`config.mk`:
```
export PLATFORM = sky130hd
export DESIGN_NAME = dec_dispatch_ctrl
export DESIGN_NICKNAME = d
export VERILOG_FILES = /design/src/rtl/ace_dispatch_pkg.sv /design/src/rtl/disp_credit_cnt.sv /design/src/rtl/dec_dispatch_ctrl.sv
export SDC_FILE = /design/constraint.sdc
export NUM_CORES = 1
export LEC_CHECK = 0
export BUFFER_PORTS_ARGS = -buffer_cell sky130_fd_sc_hd__buf_2
export CORE_MARGIN = 2
export CORE_UTILIZATION = 60
export DETAILED_ROUTE_END_ITERATION = 12
export GPL_TIMING_DRIVEN = 0
export PLACE_DENSITY = 0.95
export SYNTH_ARGS = -nofsm -noshare
export SYNTH_HDL_FRONTEND = slang
export SYNTH_SLANG_ARGS = --single-unit
```
`constraint.sdc`:
```
create_clock -name clock -period 20.6 [get_ports clock]
set_input_delay 0 -clock clock [delete_from_list [all_inputs] [get_ports clock]]
set_output_delay 0 -clock clock [all_outputs]
set_load 0.05 [all_outputs]
```
`src/rtl/ace_dispatch_pkg.sv`:
```
// Shared types and constants for the decode-to-dispatch scheduler.
package ace_dispatch_pkg;

  localparam int DISP_W = 4;

  typedef enum logic [1:0] {
    ST_RUN     = 2'd0,
    ST_HOLD    = 2'd1,
    ST_RECOVER = 2'd2
  } disp_state_e;

  // Reservation-station id carried per decode way.
  localparam logic RS_ID_RS0 = 1'b0;
  localparam logic RS_ID_RS1 = 1'b1;

endpackage

```
`src/rtl/disp_credit_cnt.sv`:
```
// Free-entry credit counter: take/give per cycle, reload to full, saturating at full.
module disp_credit_cnt #(
  parameter int DEPTH = 8,
  parameter int CW    = $clog2(DEPTH + 1)
) (
  input  logic          clock,
  input  logic          reset,
  input  logic          reload_i,
  input  logic [2:0]    take_i,
  input  logic [2:0]    give_i,
  output logic [CW-1:0] credit_o
);

  localparam logic [CW:0] FULL = (CW+1)'(DEPTH);

  logic [CW-1:0] credit_q;
  logic [CW:0]   add_w;
  logic [CW:0]   take_w;
  logic [CW:0]   sum_w;

  always_comb begin
    take_w = (CW+1)'(take_i);
    add_w  = {1'b0, credit_q} + (CW+1)'(give_i);
    sum_w  = add_w - take_w;
  end

  always_ff @(posedge clock) begin
    if (reset || reload_i) begin
      credit_q <= FULL[CW-1:0];
    end else if (sum_w > FULL) begin
      credit_q <= FULL[CW-1:0];
    end else begin
      credit_q <= sum_w[CW-1:0];
    end
  end

  // Consumers must never return more entries than they hold, nor take more than exist.
  always_ff @(posedge clock) begin
    if (!reset && !reload_i) begin
      assert (add_w >= take_w) else $error("disp_credit_cnt: credit underflow");
      assert (add_w <= FULL + take_w) else $error("disp_credit_cnt: credit overflow");
    end
  end

  assign credit_o = credit_q;

endmodule

```
`src/rtl/dec_dispatch_ctrl.sv`:
```
// In-order 4-way dispatch scheduler: prefix credit check, illegal-instruction hold, flush recovery.
module dec_dispatch_ctrl
  import ace_dispatch_pkg::*;
#(
  parameter int RS_DEPTH  = 8,
  parameter int ROB_DEPTH = 32,
  parameter int CW        = $clog2(ROB_DEPTH + 1)
) (
  input  logic              clock,
  input  logic              reset,
  input  logic              retire_flush_i,
  input  logic [DISP_W-1:0] dec_vld_i,
  input  logic [DISP_W-1:0] dec_rs_id_i,
  input  logic [DISP_W-1:0] dec_illegal_i,
  input  logic [2:0]        rs0_release_i,
  input  logic [2:0]        rs1_release_i,
  input  logic [2:0]        rob_release_i,
  output logic [DISP_W-1:0] disp_vld_o,
  output logic [2:0]        disp_cnt_o,
  output logic              stall_o,
  output logic              excp_pend_o,
  output logic [CW-1:0]     rs0_credit_o,
  output logic [CW-1:0]     rs1_credit_o,
  output logic [CW-1:0]     rob_credit_o,
  output disp_state_e       dbg_state_o
);

  // Handshake: dec_vld_i[k] offers way k; disp_vld_o[k] accepts it in the same cycle.
  // Accepted ways are popped on this edge (disp_cnt_o); unaccepted ways are re-offered later.

  disp_state_e state_q, state_d;
  logic        disp_en;
  logic        blocked;
  logic        fits;
  logic        hit_illegal;
  logic [2:0]  rob_need, rs0_need, rs1_need;

  assign disp_en = (state_q == ST_RUN) && !retire_flush_i && !reset;

  // Cumulative demand including way k must not exceed the registered credit.
  always_comb begin
    disp_vld_o  = '0;
    rob_need    = '0;
    rs0_need    = '0;
    rs1_need    = '0;
    blocked     = 1'b0;
    hit_illegal = 1'b0;
    fits        = 1'b0;
    for (int k = 0; k < DISP_W; k++) begin
      fits = 1'b0;
      if (disp_en && !blocked && dec_vld_i[k]) begin
        if (dec_illegal_i[k]) begin
          fits = (CW'(rob_need) < rob_credit_o);
        end else if (dec_rs_id_i[k] == RS_ID_RS0) begin
          fits = (CW'(rob_need) < rob_credit_o) && (CW'(rs0_need) < rs0_credit_o);
        end else begin
          fits = (CW'(rob_need) < rob_credit_o) && (CW'(rs1_need) < rs1_credit_o);
        end
      end
      if (fits) begin
        disp_vld_o[k] = 1'b1;
        rob_need      = rob_need + 3'd1;
        if (dec_illegal_i[k]) begin
          hit_illegal = 1'b1;
          blocked     = 1'b1;
        end else if (dec_rs_id_i[k] == RS_ID_RS0) begin
          rs0_need = rs0_need + 3'd1;
        end else begin
          rs1_need = rs1_need + 3'd1;
        end
      end else begin
        blocked = 1'b1;
      end
    end
  end

  always_comb begin
    state_d = state_q;
    if (retire_flush_i) begin
      state_d = ST_RECOVER;
    end else begin
      case (state_q)
        ST_RUN:     if (hit_illegal) state_d = ST_HOLD;
        ST_HOLD:    state_d = ST_HOLD;
        ST_RECOVER: state_d = ST_RUN;
        default:    state_d = ST_RUN;
      endcase
    end
  end

  always_ff @(posedge clock) begin
    if (reset) begin
      state_q <= ST_RUN;
    end else begin
      state_q <= state_d;
    end
  end

  assign disp_cnt_o  = rob_need;
  assign stall_o     = (state_q == ST_RUN) && !reset && (|(dec_vld_i & ~disp_vld_o));
  assign excp_pend_o = (state_q == ST_HOLD) && !reset;
  assign dbg_state_o = state_q;

  disp_credit_cnt #(.DEPTH(RS_DEPTH), .CW(CW)) u_rs0_credit (
    .clock    (clock),
    .reset    (reset),
    .reload_i (retire_flush_i),
    .take_i   (rs0_need),
    .give_i   (rs0_release_i),
    .credit_o (rs0_credit_o)
  );

  disp_credit_cnt #(.DEPTH(RS_DEPTH), .CW(CW)) u_rs1_credit (
    .clock    (clock),
    .reset    (reset),
    .reload_i (retire_flush_i),
    .take_i   (rs1_need),
    .give_i   (rs1_release_i),
    .credit_o (rs1_credit_o)
  );

  disp_credit_cnt #(.DEPTH(ROB_DEPTH), .CW(CW)) u_rob_credit (
    .clock    (clock),
    .reset    (reset),
    .reload_i (retire_flush_i),
    .take_i   (rob_need),
    .give_i   (rob_release_i),
    .credit_o (rob_credit_o)
  );

endmodule

```
Yosys cells after proc, flatten, opt, wreduce, memory -nomap -nowiden
Index checks and enable logic that the tools add are counted. Widths: inputs -> output; s select.

Eq/ne operators: 3. Add/sub/neg operators: 15. Mux-type cells: 60. Order comparisons: 15. Reductions and logical operators: 32. Bitwise logic cells: 2.

Operators by type and width (count): $mux 3 (21); $lt 3x6->1 (9); $mux 1 (36); $add 3x1->3 const B (9); $add 6x3->7 (3); $sub 7x3->7 (3); $logic_and 1x1->1 (20); $lt 1x6->1 const A (3); $gt 7x4->1 const B (2); $reduce_or 2->1 (4); $gt 7x6->1 const B (1); $logic_not 1->1 (5); $and 4x4->4 (1); $mux 2 (2); $not 4->4 (1); $pmux 2 s2 (1); $reduce_or 4->1 (1); $ne 3x3->1 const B (1); $eq 2x1->1 const B (1); $logic_not 2->1 (1); $ne 2x2->1 const B (1); $logic_or 1x1->1 (1).

Flip-flop bits (word level): 20. Word-level logic and storage cells: 132. Output and inout port bits: 29. Bits of input ports: 24.

Logic depth before layout (Yosys ltp)
Word-level depth: 28. Mapped depth: 38. Mapped depth without buffers: 38.

By module
Synthesis repeated with hierarchy kept, for this count alone.

Cells, all modules: 347. Area, all modules: 2931.6 µm².

By module, submodules not included: dec_dispatch_ctrl (instances 1, area an instance 1276.2 µm², seq. area each 40.0 µm², cells an instance 154); disp_credit_cnt at u_rob_credit (instances 1, area an instance 564.3 µm², seq. area each 120.1 µm², cells an instance 64); disp_credit_cnt at u_rs1_credit (instances 1, area an instance 549.3 µm², seq. area each 120.1 µm², cells an instance 65); disp_credit_cnt at u_rs0_credit (instances 1, area an instance 541.8 µm², seq. area each 120.1 µm², cells an instance 64).

Worst setup path before layout
No wires, ideal clock.

Path kind: flip-flop to flip-flop. Start: reg u_rs1_credit.credit_q[5] (netlist: u_rs1_credit.credit_o[5]). End: reg u_rob_credit.credit_q[0] (netlist: u_rob_credit.credit_o[0]). Clock period less this slack: 8.396 ns. Setup slack: 12.204 ns. Cell stages (with the launch flop): 34. Arrival time: 8.327 ns. Setup time: 0.068 ns. Path buffers: 0. Data required time: 20.532 ns. Cells stage by stage: dfxtp_1 > inv_1 > ha_1 > or4b_4 > o2bb2a_2 > and3_1 > nor4b_1 > a31oi_1 > inv_1 > ha_1 > ha_1 > a21oi_1 > o21a_1 > nand3_4 > nor3_1 > mux2_2 > ha_1 > o21a_1 > nor2_1 > or4b_2 > a31oi_4 > nor3b_1 > xor2_1 > fa_1 > inv_1 > ha_1 > nor2b_1 > o21a_1 > o21ai_0 > a21oi_1 > o21a_1 > nor4_1 > o21ai_0 > nor2_1.

Cells in the longest elaborated chain, start to end: 27. Elaborated cells between the ends (all ways): 71. Classes of those cells: add/sub: 8; order compare: 11; mux: 35; reduce/logical: 17.

RTL lines: start, declared (RTL line disp_credit_cnt.sv:16) `logic [CW-1:0] credit_q;`; start signal, assigned (RTL line disp_credit_cnt.sv:29) `credit_q <= FULL[CW-1:0];`; start signal, assigned (RTL line disp_credit_cnt.sv:31) `credit_q <= FULL[CW-1:0];`; start signal, assigned (RTL line disp_credit_cnt.sv:33) `credit_q <= sum_w[CW-1:0];`; $lt 1x6->1 (RTL line dec_dispatch_ctrl.sv:57) `fits = (CW'(rob_need) < rob_credit_o) && (CW'(rs1_need) < rs1_credit_o);`; $logic_and 1x1->1 (RTL line dec_dispatch_ctrl.sv:57); $mux 1 (RTL line dec_dispatch_ctrl.sv:54) `end else if (dec_rs_id_i[k] == RS_ID_RS0) begin`; $mux 1 (RTL line dec_dispatch_ctrl.sv:52) `if (dec_illegal_i[k]) begin`; $mux 1 (RTL line dec_dispatch_ctrl.sv:51) `if (disp_en && !blocked && dec_vld_i[k]) begin`; $mux 1 (RTL line dec_dispatch_ctrl.sv:60) `if (fits) begin`; $lt 3x6->1 (on tied branches) (RTL line dec_dispatch_ctrl.sv:53, dec_dispatch_ctrl.sv:55, dec_dispatch_ctrl.sv:57); $logic_and 1x1->1 (on tied branches) (RTL line dec_dispatch_ctrl.sv:55, dec_dispatch_ctrl.sv:57); [... 12 more ...]; $mux 1 (RTL line dec_dispatch_ctrl.sv:54); $mux 1 (RTL line dec_dispatch_ctrl.sv:52); $mux 1 (RTL line dec_dispatch_ctrl.sv:51); $mux 3 * (RTL line dec_dispatch_ctrl.sv:60); via disp_cnt_o[2] (RTL line dec_dispatch_ctrl.sv:19) `output logic [2:0] disp_cnt_o,`; $sub 7x3->7 * (RTL line disp_credit_cnt.sv:24) `sum_w = add_w - take_w;`; $gt 7x6->1 * (RTL line disp_credit_cnt.sv:30) `end else if (sum_w > FULL) begin`; $reduce_or 2->1 (no line) *; end signal, assigned (RTL line disp_credit_cnt.sv:29); end signal, assigned (RTL line disp_credit_cnt.sv:31); end signal, assigned (RTL line disp_credit_cnt.sv:33); end, declared (RTL line disp_credit_cnt.sv:16).

Mark *: on every way through the listed nets, which the timed path passes. The rest lies on a longest branch. A chain may end at the register's enable or synchronous reset.

Final worst setup path
Start: reg u_rob_credit.credit_q[5] (netlist: u_rob_credit.credit_o[5]). End: reg u_rob_credit.credit_q[4] (netlist: u_rob_credit.credit_o[4]).

Cells in the longest elaborated chain, start to end: 27. Elaborated cells between the ends (all ways): 73. Classes of those cells: add/sub: 9; order compare: 11; mux: 35; reduce/logical: 18.

RTL lines: $lt 1x6->1 (RTL line dec_dispatch_ctrl.sv:53, dec_dispatch_ctrl.sv:55, dec_dispatch_ctrl.sv:57); $logic_and 1x1->1 (on tied branches) (RTL line dec_dispatch_ctrl.sv:55, dec_dispatch_ctrl.sv:57); $mux 1 (RTL line dec_dispatch_ctrl.sv:54); $mux 1 (RTL line dec_dispatch_ctrl.sv:52); $mux 1 (RTL line dec_dispatch_ctrl.sv:51); $mux 1 (RTL line dec_dispatch_ctrl.sv:60); $lt 3x6->1 (on tied branches) (RTL line dec_dispatch_ctrl.sv:53, dec_dispatch_ctrl.sv:55, dec_dispatch_ctrl.sv:57); $logic_and 1x1->1 (on tied branches) (RTL line dec_dispatch_ctrl.sv:55, dec_dispatch_ctrl.sv:57); [... 12 more ...]; $mux 1 (RTL line dec_dispatch_ctrl.sv:54); $mux 1 (RTL line dec_dispatch_ctrl.sv:52); $mux 1 * (RTL line dec_dispatch_ctrl.sv:51); via fits (RTL line dec_dispatch_ctrl.sv:34) `logic fits;`; $mux 3 * (RTL line dec_dispatch_ctrl.sv:60); $sub 7x3->7 * (RTL line disp_credit_cnt.sv:24); $gt 7x6->1 (RTL line disp_credit_cnt.sv:30); $reduce_or 2->1 (no line).

Marks and branches as above.

==> results.cfg <==
[global_routing]
grt_use_met2 = 0.4671
grt_pass1_vias = 2622
grt_antenna_before_repair = 0
use_met3 = 0.03516
grt_pass1_wl_um = 11460
grt.overflow.total = 0
top_usage_layer = met2
gr-usage-met1 = 0.3543
track_usage = 0.2772
grt_max_degree = 13

[sta]
fmax_mhz = 115.0
fin_skew_ps = 1.756
fin_crit_sh = 0.4223
final.setup.tns_ps = 0
setup_violations = 0
whs_ps = 29.94
worst_pin_slew_ps = 901.5
slew_viol_final = 0
rsz0062_at_grt = false
hold_viol = 0
slew_headroom = 0.3905
period_needed_ps = 8699

[synthesis]
yosysUniqueCellTypes = 71
yosys.area_share.simple = 0.2288
netlist_area_um2 = 2750
async_flop_share = 0
synth-edff-count = 0
synth_area_leader_cell = ha_1
syn_area_per_cell_um2 = 8.410
synthTopCellsByArea = ha_1, dfxtp_1, inv_1
yosys_register_bits = 20
yosysTopAreaCellShare = 0.1820
yosys.area_share.adder = 0.2475
yosysWarnings = 0
synth.most_common_cell = inv_1
synth_compound_area_frac = 0.2038
yosysSeqAreaShare = 0.1456
syn-instance-count = 327
synth_xor_area_frac = 0.07006
synthTopCellsByCount = inv_1, ha_1, nor2_1, dfxtp_1, a21oi_1
synth_top_family_by_area = adder cells
synth_ff_type = dfxtp_1
muxShareOfSynthArea = 0.02320

[placement]
dp_cells = 434
portBuffers = 52
dp_hpwl_um = 5697
gp_congestion = 0.8846

[die]
die_w_um = 71.70
rows = 24
fp.dieH_um = 71.70
coreArea_um2 = 4384
io_pins = 53
start_util = 0.6273
die_area_um2 = 5141

[critical_path]
crit_type = register to register
endpoint_kind = register
critPathMaxStageDelay_ps = 520
cpMostUsedCell = ha_1
critPathLaunchType = register
r2r_end = u_rob_credit.credit_o[4]
reg2regPathDepth = 33
worst_ep_arrival_time_ps = 8890
regToRegSetupSlack_ps = 11900
worst_path_max_delay_cell = fa_1
r2r_start = u_rob_credit.credit_o[5]
crit_fanout = 6
cp.required_ps = 20800

[run_status]
status = finished clean

[cells_and_area]
layout-drive-gt1-share = 0.2176
syn_to_final_growth_pct = 14.83
final_nets = 460
utilization = 0.7203
seq_area_um2 = 400.4
instances_no_fill = 438
multi_input_area_um2 = 2142
fillers = 308
antenna_cells = 0

[clock_tree]
cts_setup_buffers = 0
cts_buffers = 3
clk_pin_slew_ps = 80
cts.sinks = 20
h-tree-depth = 1
cts_buffer_depth = 2
cts_root_buffer = clkbuf_8
worstSkewPairLatency_ps = 260
cts_tree = yes
cts_hold_buf = 0
cts_resized = 0

[worst_hold_path]
whs_path_depth = 2
hold_start = retire_flush_i
hold_end = dbg_state_o[0]
hold_path_class = primary input to register

[power_and_ir_drop]
peakVddDrop_v = 0.0001059
power_density_nw_per_um2 = 66.80
leakagePower_nw = 1.554

[route]
wl_per_cell_um = 16.02
drt_iter0_drc = 161
drc = 0
first_pass_iters = 5
final_antenna_net_count = 0
vias_per_cell = 6.112
wirelength_um = 7016
vias = 2677

[run]
drv_cap = 0
-- power by group --
| group | switching, mW | total (mW) | internal [mW] |
|---|---|---|---|
| logic | 0.0751 | 0.119 | 0.0438 |
| registers | 0.00756 | 0.0516 | 0.0440 |
| clock network | 0.0145 | 0.0404 | 0.0260 |
-- sequential cells by signal (all words and copies together), names as in the netlist --
name,flops
u_rs1_credit.credit_o,6
u_rob_credit.credit_o,6
dbg_state_o,2
u_rs0_credit.credit_o,6
-- final cells by class --
| type | instances | share of cell area |
|---|---|---|
| Clock inverter | 1 | 0.009509 |
| Clock buffer | 3 | 0.01307 |
| Buffer | 2 | 0.003962 |
| Multi-Input combinational cell | 253 | 0.6783 |
| Inverter | 55 | 0.06537 |
| Tap cell | 52 | 0.02060 |
| Sequential cell | 20 | 0.1268 |
| Timing Repair Buffer | 52 | 0.08241 |
-- how the worst max path moves through the flow --
stage / startpoint / slack, ps / cells past startpoint / end
3_5_place_dp: u_rob_credit.credit_o[5] / 12090 / 33 / u_rob_credit.credit_o[4]
6_report: u_rob_credit.credit_o[5] / 11900 / 33 / u_rob_credit.credit_o[4]
5_1_grt: u_rob_credit.credit_o[5] / 11320 / 33 / u_rob_credit.credit_o[4]
3_3_place_gp: u_rs1_credit.credit_o[5] / 12430 / 33 / u_rob_credit.credit_o[4]
4_1_cts: u_rob_credit.credit_o[5] / 12040 / 33 / u_rob_credit.credit_o[4]
2_1_floorplan: u_rs1_credit.credit_o[5] / 12200 / 33 / u_rob_credit.credit_o[0]
-- per-layer routing --
layer	up-vias	routed length, um
met1	1272	2962
li1	1273	-
met2	111	3425
met5	-	0
met4	0	157
met3	21	471
-- layout by cell type (no fill, tap or decap), types with 4 or more instances in the layout --
cell / instances
nor4_1: 4
conb_1: 4
a21o_1: 5
nor2b_1: 7
ha_1: 40
inv_1: 55
fa_1: 9
nor4b_1: 4
nand2_1: 13
a21oi_1: 19
xor2_1: 9
buf_2: 53
nand2b_1: 5
nor3_1: 6
dfxtp_1: 20
o21a_1: 5
and2_1: 4
xnor2_1: 13
nor2_1: 27
o21ai_0: 7
-- through the flow --
step,power [mW],cell area [um2],setup WS (ps)
6_report,0.2109,3158,11900
5_1_grt,0.2247,3158,11320
4_1_cts,0.2099,3158,12040
3_5_place_dp,0.1684,3087,12090
3_3_place_gp,0.1631,3087,12430
2_1_floorplan,0.1423,2761,12200
-- cell families (layout without fill, tap and decap cells) --
kind of cell | count (synthesis) | in the layout
mux | 6 | 6
compound gates | 71 | 71
buf+inv | 57 | 113
simple gates | 101 | 101
xor+xnor | 22 | 22
fa+ha+maj | 49 | 49
other cells | 1 | 4
flops | 20 | 20
-- worst max-delay path, delay by kind of cell, from the launching register on --
family / cells / cell delay (ps)
AO/OA/AOI/OAI: 11 / 2460
AND/OR/NAND/NOR: 12 / 2810
multiplexers: 2 / 720
flip-flops: 1 / 360
adder cells (fa/ha/maj): 6 / 2000
buffers and inverters: 2 / 250
(Power assumes the default switching activity.)
